<file path="config.mk">
export PLATFORM = sky130hd
export DESIGN_NAME = uart_transceiver
export DESIGN_NICKNAME = d
export VERILOG_FILES = /design/src/rtl/uart_transceiver.sv
export SDC_FILE = /design/constraint.sdc
export NUM_CORES = 1
export LEC_CHECK = 0
export CELL_PAD_IN_SITES_DETAIL_PLACEMENT = 0
export CELL_PAD_IN_SITES_GLOBAL_PLACEMENT = 1
export CORE_AREA = 2 2 91 93
export DETAILED_ROUTE_END_ITERATION = 10
export DIE_AREA = 0 0 93 95
export PLACE_DENSITY_LB_ADDON = 0.25
export SLEW_MARGIN = 0
export SYNTH_ARGS = -nofsm -noshare
export SYNTH_HDL_FRONTEND = slang
export SYNTH_SLANG_ARGS = --single-unit
</file>
<file path="constraint.sdc">
create_clock -name clk -period 4.4 [get_ports clk]
set_input_delay 1.1 -clock clk [delete_from_list [all_inputs] [get_ports clk]]
set_output_delay 1.1 -clock clk [all_outputs]
set_load 0.01 [all_outputs]
</file>
<file path="src/rtl/uart_transceiver.sv">
// 8N1 UART PHY: an oversampled receiver with start-bit glitch rejection and a
// single-byte transmitter, both paced by one shared baud tick.
module uart_transceiver #(
    parameter int CLK_FREQ   = 100_000_000,
    parameter int BAUD       = 9600,
    parameter int OVERSAMPLE = 16
) (
    input  logic       clk,
    input  logic       reset,
    input  logic       rx,
    output logic       tx,
    output logic       received,
    output logic [7:0] data_received,
    output logic       frame_error,
    input  logic [7:0] data_transmit,
    input  logic       send,
    output logic       tx_ready
);

    localparam int DIV_RAW = CLK_FREQ / (BAUD * OVERSAMPLE);
    localparam int DIV     = (DIV_RAW < 1) ? 1 : DIV_RAW;
    localparam int DW      = (DIV > 1) ? $clog2(DIV) : 1;
    localparam int TW      = $clog2(OVERSAMPLE);

    localparam logic [DW-1:0] DIV_LAST  = DW'(DIV - 1);
    localparam logic [TW-1:0] TICK_LAST = TW'(OVERSAMPLE - 1);
    localparam logic [TW-1:0] TICK_MID  = TW'(OVERSAMPLE / 2 - 1);

    // ------------------------------------------------------------------
    // Shared oversample tick
    // ------------------------------------------------------------------
    logic [DW-1:0] div_cnt;
    logic          tick;

    assign tick = (div_cnt == DIV_LAST);

    // NOTE: sequential state is updated with non-blocking assignments only, so
    // every flop samples the pre-edge value of every other flop.
    always_ff @(posedge clk or posedge reset) begin
        if (reset)     div_cnt <= '0;
        else if (tick) div_cnt <= '0;
        else           div_cnt <= div_cnt + DW'(1);
    end

    // ------------------------------------------------------------------
    // RX synchroniser
    // ------------------------------------------------------------------
    logic rx_meta;
    logic rxs;

    // NOTE: the synchroniser resets to the idle line level, otherwise the
    // receiver would see a false start bit on the first cycles after reset.
    always_ff @(posedge clk or posedge reset) begin
        if (reset) begin
            rx_meta <= 1'b1;
            rxs     <= 1'b1;
        end else begin
            rx_meta <= rx;
            rxs     <= rx_meta;
        end
    end

    // ------------------------------------------------------------------
    // RX FSM
    // ------------------------------------------------------------------
    typedef enum logic [2:0] {
        RX_IDLE,
        RX_START,
        RX_DATA,
        RX_STOP,
        RX_BREAK
    } rx_state_t;

    rx_state_t     rx_state, rx_state_nx;
    logic [TW-1:0] rx_tick, rx_tick_nx;
    logic [2:0]    rx_bit, rx_bit_nx;
    logic [7:0]    rx_shift, rx_shift_nx;
    logic [7:0]    data_received_nx;
    logic          received_nx;
    logic          frame_error_nx;

    always_ff @(posedge clk or posedge reset) begin
        if (reset) begin
            rx_state      <= RX_IDLE;
            rx_tick       <= '0;
            rx_bit        <= '0;
            rx_shift      <= '0;
            data_received <= '0;
            received      <= 1'b0;
            frame_error   <= 1'b0;
        end else begin
            rx_state      <= rx_state_nx;
            rx_tick       <= rx_tick_nx;
            rx_bit        <= rx_bit_nx;
            rx_shift      <= rx_shift_nx;
            data_received <= data_received_nx;
            received      <= received_nx;
            frame_error   <= frame_error_nx;
        end
    end

    // NOTE: every output of this block gets a default first, so no path can
    // leave one unassigned and infer a latch.
    always_comb begin
        rx_state_nx      = rx_state;
        rx_tick_nx       = rx_tick;
        rx_bit_nx        = rx_bit;
        rx_shift_nx      = rx_shift;
        data_received_nx = data_received;
        received_nx      = 1'b0;
        frame_error_nx   = 1'b0;

        unique case (rx_state)
            RX_IDLE: begin
                if (!rxs) begin
                    rx_state_nx = RX_START;
                    rx_tick_nx  = '0;
                end
            end
            RX_START: begin
                // Re-check the line at mid start bit; a short low pulse is dropped.
                if (tick) begin
                    if (rx_tick == TICK_MID) begin
                        rx_tick_nx  = '0;
                        rx_bit_nx   = '0;
                        rx_state_nx = rxs ? RX_IDLE : RX_DATA;
                    end else begin
                        rx_tick_nx = rx_tick + TW'(1);
                    end
                end
            end
            RX_DATA: begin
                if (tick) begin
                    if (rx_tick == TICK_LAST) begin
                        rx_tick_nx  = '0;
                        rx_shift_nx = {rxs, rx_shift[7:1]};
                        rx_bit_nx   = rx_bit + 3'd1;
                        if (rx_bit == 3'd7) rx_state_nx = RX_STOP;
                    end else begin
                        rx_tick_nx = rx_tick + TW'(1);
                    end
                end
            end
            RX_STOP: begin
                if (tick) begin
                    if (rx_tick == TICK_LAST) begin
                        rx_tick_nx = '0;
                        if (rxs) begin
                            data_received_nx = rx_shift;
                            received_nx      = 1'b1;
                            rx_state_nx      = RX_IDLE;
                        end else begin
                            frame_error_nx = 1'b1;
                            rx_state_nx    = RX_BREAK;
                        end
                    end else begin
                        rx_tick_nx = rx_tick + TW'(1);
                    end
                end
            end
            RX_BREAK: begin
                if (rxs) rx_state_nx = RX_IDLE;
            end
            default: rx_state_nx = RX_IDLE;
        endcase
    end

    // ------------------------------------------------------------------
    // TX FSM
    // ------------------------------------------------------------------
    typedef enum logic [1:0] {
        TX_IDLE,
        TX_START,
        TX_DATA,
        TX_STOP
    } tx_state_t;

    tx_state_t     tx_state, tx_state_nx;
    logic [TW-1:0] tx_tick, tx_tick_nx;
    logic [2:0]    tx_bit, tx_bit_nx;
    logic [7:0]    tx_shift, tx_shift_nx;
    logic          tx_nx;

    assign tx_ready = (tx_state == TX_IDLE);

    always_ff @(posedge clk or posedge reset) begin
        if (reset) begin
            tx_state <= TX_IDLE;
            tx_tick  <= '0;
            tx_bit   <= '0;
            tx_shift <= '0;
            tx       <= 1'b1;
        end else begin
            tx_state <= tx_state_nx;
            tx_tick  <= tx_tick_nx;
            tx_bit   <= tx_bit_nx;
            tx_shift <= tx_shift_nx;
            tx       <= tx_nx;
        end
    end

    // The line level is registered from the next state so tx never glitches.
    always_comb begin
        tx_state_nx = tx_state;
        tx_tick_nx  = tx_tick;
        tx_bit_nx   = tx_bit;
        tx_shift_nx = tx_shift;
        tx_nx       = tx;

        unique case (tx_state)
            TX_IDLE: begin
                tx_nx = 1'b1;
                if (send) begin
                    tx_shift_nx = data_transmit;
                    tx_tick_nx  = '0;
                    tx_bit_nx   = '0;
                    tx_state_nx = TX_START;
                    tx_nx       = 1'b0;
                end
            end
            TX_START: begin
                if (tick) begin
                    if (tx_tick == TICK_LAST) begin
                        tx_tick_nx  = '0;
                        tx_state_nx = TX_DATA;
                        tx_nx       = tx_shift[0];
                    end else begin
                        tx_tick_nx = tx_tick + TW'(1);
                    end
                end
            end
            TX_DATA: begin
                if (tick) begin
                    if (tx_tick == TICK_LAST) begin
                        tx_tick_nx = '0;
                        tx_bit_nx  = tx_bit + 3'd1;
                        if (tx_bit == 3'd7) begin
                            tx_state_nx = TX_STOP;
                            tx_nx       = 1'b1;
                        end else begin
                            tx_shift_nx = {1'b0, tx_shift[7:1]};
                            tx_nx       = tx_shift[1];
                        end
                    end else begin
                        tx_tick_nx = tx_tick + TW'(1);
                    end
                end
            end
            TX_STOP: begin
                if (tick) begin
                    if (tx_tick == TICK_LAST) begin
                        tx_tick_nx  = '0;
                        tx_state_nx = TX_IDLE;
                        tx_nx       = 1'b1;
                    end else begin
                        tx_tick_nx = tx_tick + TW'(1);
                    end
                end
            end
            default: begin
                tx_state_nx = TX_IDLE;
                tx_nx       = 1'b1;
            end
        endcase
    end

endmodule

</file>
==> key figures, run 1 <==
Logic synthesis
  • Multiplexer share of the synthesized area: 0.09009
  • Top-count cell post-synth: dfrtp_1
  • Post-synth top cells: dfrtp_1, nor2_1, nand3_1, ha_1
  • Syn. warnings: 0
  • Post-synthesis adder-cell area fraction: 0.05551
  • Mapped Nets: 284
  • Post-synth EDFFs: 0
  • Fraction of the mapped netlist area in compound gates: 0.1123
  • Syn_area_per_cell: 11.31 um2
  • Mapped Cells: 259
  • Synthesized cell area: 0.002930 mm2
  • FF+latch count, synth: 58
  • Simple-gate share of the synthesized area: 0.1977
  • Largest family of logic cells by synthesized area: simple AND/OR/NAND/NOR gates
  • Share of synthesized flip-flops with an asynchronous set or reset: 1.000
  • Largest area contributor in the netlist: dfrtp_1
  • Most area-consuming cells after synthesis: dfrtp_1, ha_1, mux2_2
  • Prevailing post-synth register cell: dfrtp_1
  • Seq/Total Area, Yosys: 0.4966
  • Top cell type's share of synthesized area: 0.4697
  • Distinct cells, synth: 53
  • Post-Synth XOR/XNOR Area: 0.02690

Finish
  • Final nets: 312
  • Area Growth Syn to Fin: 20.15%
  • Layout cells sized above 1: 0.1541
  • Inserted Diodes: 0

Run status
  • Status: completed

Pwr
  • Leak Pwr: 0.001559 uW
  • Clock power frac: 0.389
  • P_int: 1162 uW
  • P_sw: 424.5 uW
  • Sequential share of power: 0.395
  • Switching share of power: 0.2675
  • Power per Cell Area: 450.7 mW/mm2
  • Peak VDD IR: 0.1410 mV
  • Combinational power share: 0.215
  • Power, Total: 1587 uW

Placed design
  • HPWL after DPL: 4.144 mm
  • Routability cong.: 0.7541
  • DP Worst Slack: 1.214 ns
  • IO Port Bufs: 23

Worst setup path
  • Critical Path Fanout Max: 4
  • WP data required: 3.30 ns
  • Startpoint type of the worst setup path: register
  • Worst path cell trace: inv_1 -> ha_1 -> clkdlybuf4s50_1
  • Crit Path Category: reg -> out
  • Slowest cell on the critical path: clkdlybuf4s50_1
  • Setup crit end kind: output pin
  • Crit-path max cell delay: 0.56 ns
  • Worst path bufs/invs: 2
  • Top Family by Delay on Critical Path: buffers and inverters
  • Worst path arrival time: 1.69 ns

STA
  • Peak Freq: 358.5 MHz
  • Fin crit share: 0.6340
  • Setup TNS: 0 ns
  • Max-slew violations: 0
  • Final setup fails: 0
  • Final Critical Period: 2.790 ns
  • Relative slew slack: 0.3875
  • Slew at the pin with the worst max-slew slack: 0.8931 ns
  • Worst Slack Setup Final: 1.610 ns
  • Final hold vios: 0
  • Final setup skew: 0.008772 ns
  • RSZ-0062 raised after global routing: false

Route
  • Final wirelength: 5.964 mm
  • Routed Antenna Nets: 0
  • DRC Markers: 0
  • Routed len/inst: 15.02 um
  • Iteration count of the initial detailed-routing pass: 4
  • Via density: 5.320
  • DRT iter0 DRCs: 122
  • Vias after detailed routing: 2,112

Clocking
  • Clock-pin slew on the worst setup and hold paths: 0.06 ns
  • TritonCTS Sinks: 58
  • CTS Hold Bufs: 0
  • Clock Root Buffer: clkbuf_8
  • CTS Buffer Depth: 2
  • Number of CTS-inserted buffers: 9
  • CTS tree: yes
  • Postcts setup bufs: 0
  • Latest clock arrival within the worst-skew pair: 0.34 ns
  • Cts repair resizes: 0
  • CTS H-tree depth: 3

Global routing
  • Global route overflow: 0
  • GRT Overall Usage: 0.1518
  • Vias in the first global route: 2,110
  • Largest net degree at the start of global routing: 40
  • First-pass GRT wire length: 10.26 mm
  • Initial antenna violation count: 0

Worst hold path
  • Worst Hold Class: reg -> reg

Floorplan
  • CORE AREA: 0.007928 mm2
  • Die Ht: 95 um
  • Full die area: 0.008835 mm2
  • Starting Density: 0.3696
  • IO Count: 24
  • Die X: 93 um
  • Rows: 33

Run
  • MaxCap Viol Count: 0
[cell usage in the layout (no fill, tap or decap), types with 8 or more instances in the layout]
cell type and n:
clkbuf_8 11, nor2_1 20, nand2_1 11, mux2_4 8
nand3_1 18, ha_1 13, clkdlybuf4s50_1 23, dfrtp_1 55
mux2_2 11
[path summary, 6_finish.rpt]
kind | slack [ns] | endpoint | cells after the start | from
max | 1.61 | tx_ready | 3 | tx_state[0]$_DFFE_PP0P_
min | 0.36 | rxs$_DFF_PP1_ | 0 | rx_meta$_DFF_PP1_
max reg2reg | 1.87 | tx_shift[4]$_DFFE_PP0P_ | 6 | tx_state[0]$_DFFE_PP0P_
min reg2reg | 0.36 | rxs$_DFF_PP1_ | 0 | rx_meta$_DFF_PP1_
max in group asynchronous | 2.45 | tx$_DFFE_PP1P_ | 3 | reset
min in group asynchronous | 1.07 | data_received[4]$_DFFE_PP0P_ | 2 | reset
[worst reg2reg max path: stages (launching register included)]
cell      delay (ns)
dfrtp_1         0.40
inv_1           0.13
ha_1            0.49
mux2i_1         0.42
nand2b_1        0.33
or4_1           0.50
o311a_1         0.14
[logic make-up after synthesis]
group | count (synthesis)
AO/OA/AOI/OAI | 43
XOR/XNOR | 9
adder cells (fa/ha/maj) | 13
buffers and inverters | 14
flip-flops | 58
multiplexers | 21
AND/OR/NAND/NOR | 101
[power groups by stage]
stage,Sequential (uW),Clock [uW],Combinational (uW)
global placement,635,0,344
floorplan,628,0,257
detailed placement,636,0,345
global route,635,659,390
finish,627,618,342
CTS,626,633,346
[layer usage]
layer,part of all wire,track usage,up-vias
li1,-,-,1030
met1,0.50,0.2064,1040
met2,0.44,0.2198,32
met3,0.035,0.04070,10
met4,0.022,0.08333,0
met5,0,0,-
[metrics by stage]
step,hold slack [ns],util,instances,instance area [um2]
4_1_cts,0.3675,0.4441,397,3521
6_report,0.3643,0.4441,397,3521
2_1_floorplan,0.3452,-,259,2930
3_5_place_dp,0.3500,0.4122,381,3268
3_3_place_gp,0.3466,0.4122,381,3268
5_1_grt,0.3786,0.4441,397,3521
[final cells by class]
| type | count | area, um2 |
|---|---|---|
| multi-input combinational | 187 | 1414 |
| clock buffer | 12 | 155.1 |
| timing repair buffer | 25 | 245.2 |
| inverter | 6 | 22.52 |
| tap | 105 | 131.4 |
| clock inverter | 4 | 97.59 |
| sequential | 58 | 1455 |
| fill | 763 | 4407 |
[registers in the layout, summed over array words and instances (netlist names), 2 cells and up]
signal / cells
rx_tick: 4
data_received: 8
rx_state: 3
div_cnt: 10
tx_shift: 8
tx_tick: 4
rx_bit: 3
tx_state: 2
tx_bit: 3
rx_shift: 8
(Power assumes the default switching activity.)
==> run 2, diff against run 1 <==
==> constraint.sdc (replaced) <==
create_clock -name clk -period 2.84 [get_ports clk]
set_input_delay 0.71 -clock clk [delete_from_list [all_inputs] [get_ports clk]]
set_output_delay 0.71 -clock clk [all_outputs]
set_load 0.01 [all_outputs]
==> run 2 against run 1 <==
  * Core utilization grew 0.21 points
  * Worst setup slack lost 1.2 ns
  * Sequential share of layout area shrank 0.19 points
  * Combinational power grew 63%
  * Design area grew 0.46%
  * Largest cell class unchanged
  * Highest routed layer unchanged
==> key figures, run 2 (synthesis gave the netlist of run 1 again) <==
Clocking
  • Clock Root Buffer: clkbuf_8
  • CTS H-tree depth: 3
  • Clock-pin slew on the worst setup and hold paths: 0.07 ns
  • Postcts setup bufs: 0
  • Latest clock arrival within the worst-skew pair: 0.34 ns
  • CTS Hold Bufs: 0
  • TritonCTS Sinks: 58
  • Cts repair resizes: 0
  • CTS Buffer Depth: 2
  • CTS tree: yes
  • Number of CTS-inserted buffers: 9

Worst setup path
  • Crit-path max cell delay: 0.76 ns
  • Critical Path Fanout Max: 8
  • Worst path bufs/invs: 1
  • Worst path arrival time: 2.62 ns
  • Crit Path Category: reg -> reg
  • Top Family by Delay on Critical Path: simple AND/OR/NAND/NOR gates
  • Worst path cell trace: inv_1 -> ha_1 -> and2_0 -> nand4_1 -> or4b_1 -> mux2_4
  • Setup crit end kind: register
  • WP data required: 3.06 ns
  • Startpoint type of the worst setup path: register
  • Slowest cell on the critical path: or4b_1

Pwr
  • Peak VDD IR: 0.2774 mV
  • Power, Total: 2438 uW
  • Power per Cell Area: 689.3 mW/mm2
  • Leak Pwr: 0.001569 uW

Route
  • Routed Antenna Nets: 0
  • Iteration count of the initial detailed-routing pass: 4
  • Routed len/inst: 14.88 um
  • Via density: 5.310
  • DRC Markers: 0
  • Vias after detailed routing: 2,124
  • DRT iter0 DRCs: 88
  • Final wirelength: 5.952 mm

Global routing
  • Initial antenna violation count: 0
  • GRT Overall Usage: 0.1499
  • Largest net degree at the start of global routing: 39
  • Global route overflow: 0
  • First-pass GRT wire length: 10.29 mm
  • Vias in the first global route: 2,107

Placed design
  • HPWL after DPL: 4.189 mm
  • IO Port Bufs: 23
  • Routability cong.: 0.8111

STA
  • Final hold vios: 0
  • Setup TNS: 0 ns
  • Max-slew violations: 0
  • Final setup fails: 0
  • Fin crit share: 0.8466
  • Peak Freq: 415.9 MHz
  • Slew at the pin with the worst max-slew slack: 0.8217 ns
  • Final Critical Period: 2.404 ns
  • Relative slew slack: 0.4480
  • RSZ-0062 raised after global routing: false
  • Final setup skew: 0.01193 ns

Finish
  • Inserted Diodes: 0
  • Layout cells sized above 1: 0.1593
  • Final nets: 315
  • Layout fillers: 759
  • Reg area: 0.001455 mm2
  • Largest register by flop count: div_cnt
  • Max FFs per register: 10
  • Area of the multi-input gates: 0.001414 mm2
  • Area Growth Syn to Fin: 20.71%
  • Most frequent cells in the layout: dfrtp_1, clkdlybuf4s50_1, nor2_1
  • Most common cell after layout, fill and taps aside: dfrtp_1

Floorplan
  • Rows: 33
  • Full die area: 0.008835 mm2
  • Die Ht: 95 um
  • CORE AREA: 0.007928 mm2
  • Starting Density: 0.3696
  • IO Count: 24
  • Die X: 93 um

Run
  • MaxCap Viol Count: 0

Run status
  • Status: completed

Worst hold path
  • Worst Hold Class: reg -> reg
-- run 2: final timing paths --
| check | from | endpoint | slack (ns) | cells after the start |
|---|---|---|---|---|
| max | div_cnt[0]$_DFF_PP0_ | rx_shift[2]$_DFFE_PP0P_ | 0.44 | 6 |
| min | rx_meta$_DFF_PP1_ | rxs$_DFF_PP1_ | 0.36 | 0 |
| max reg2reg | div_cnt[0]$_DFF_PP0_ | rx_shift[2]$_DFFE_PP0P_ | 0.44 | 6 |
| min reg2reg | rx_meta$_DFF_PP1_ | rxs$_DFF_PP1_ | 0.36 | 0 |
| max in group asynchronous | reset | tx$_DFFE_PP1P_ | 1.52 | 3 |
| min in group asynchronous | reset | data_received[3]$_DFFE_PP0P_ | 0.71 | 2 |
-- run 2: layout make-up --
cell class / count / area share
Clock buffer: 11 / 0.03714
Clock inverter: 5 / 0.02901
Inverter: 6 / 0.006367
Multi-Input combinational cell: 187 / 0.3997
Sequential cell: 58 / 0.4114
Tap cell: 105 / 0.03714
Timing Repair Buffer: 28 / 0.07924
-- run 2: through the flow --
step	area [um2]	setup slack [ns]	util	hold slack [ns]	instances
6_report	3537	0.4356	0.4462	0.3560	400
5_1_grt	3537	0.2607	0.4462	0.3632	400
4_1_cts	3537	0.4334	0.4462	0.3572	400
3_5_place_dp	3303	0.3597	0.4167	0.3472	384
3_3_place_gp	3303	0.4262	0.4167	0.3456	384
2_1_floorplan	2930	0.7070	-	0.3452	259
-- run 2: layer usage --
layer / up-vias / GRT usage / part of all wire / routed length, um
met5: - / 0 / 0 / 0
met2: 32 / 0.2132 / 0.45 / 2650
met3: 7 / 0.04230 / 0.032 / 190
li1: 1032 / - / - / -
met4: 0 / 0.06005 / 0.014 / 84
met1: 1053 / 0.2147 / 0.51 / 3027
-- run 2: power breakdown --
group,switching [uW],total (uW),internal [uW]
Combinational,288,559,271
Clock,328,910,582
Sequential,50.8,969,919
Total,667,2440,1770
-- run 2: worst reg2reg max path: stages, from the launching register on --
cell     delay (ns)
dfrtp_1        0.40
inv_1          0.07
ha_1           0.18
and2_0         0.29
nand4_1        0.21
or4b_1         0.76
mux2_4         0.39
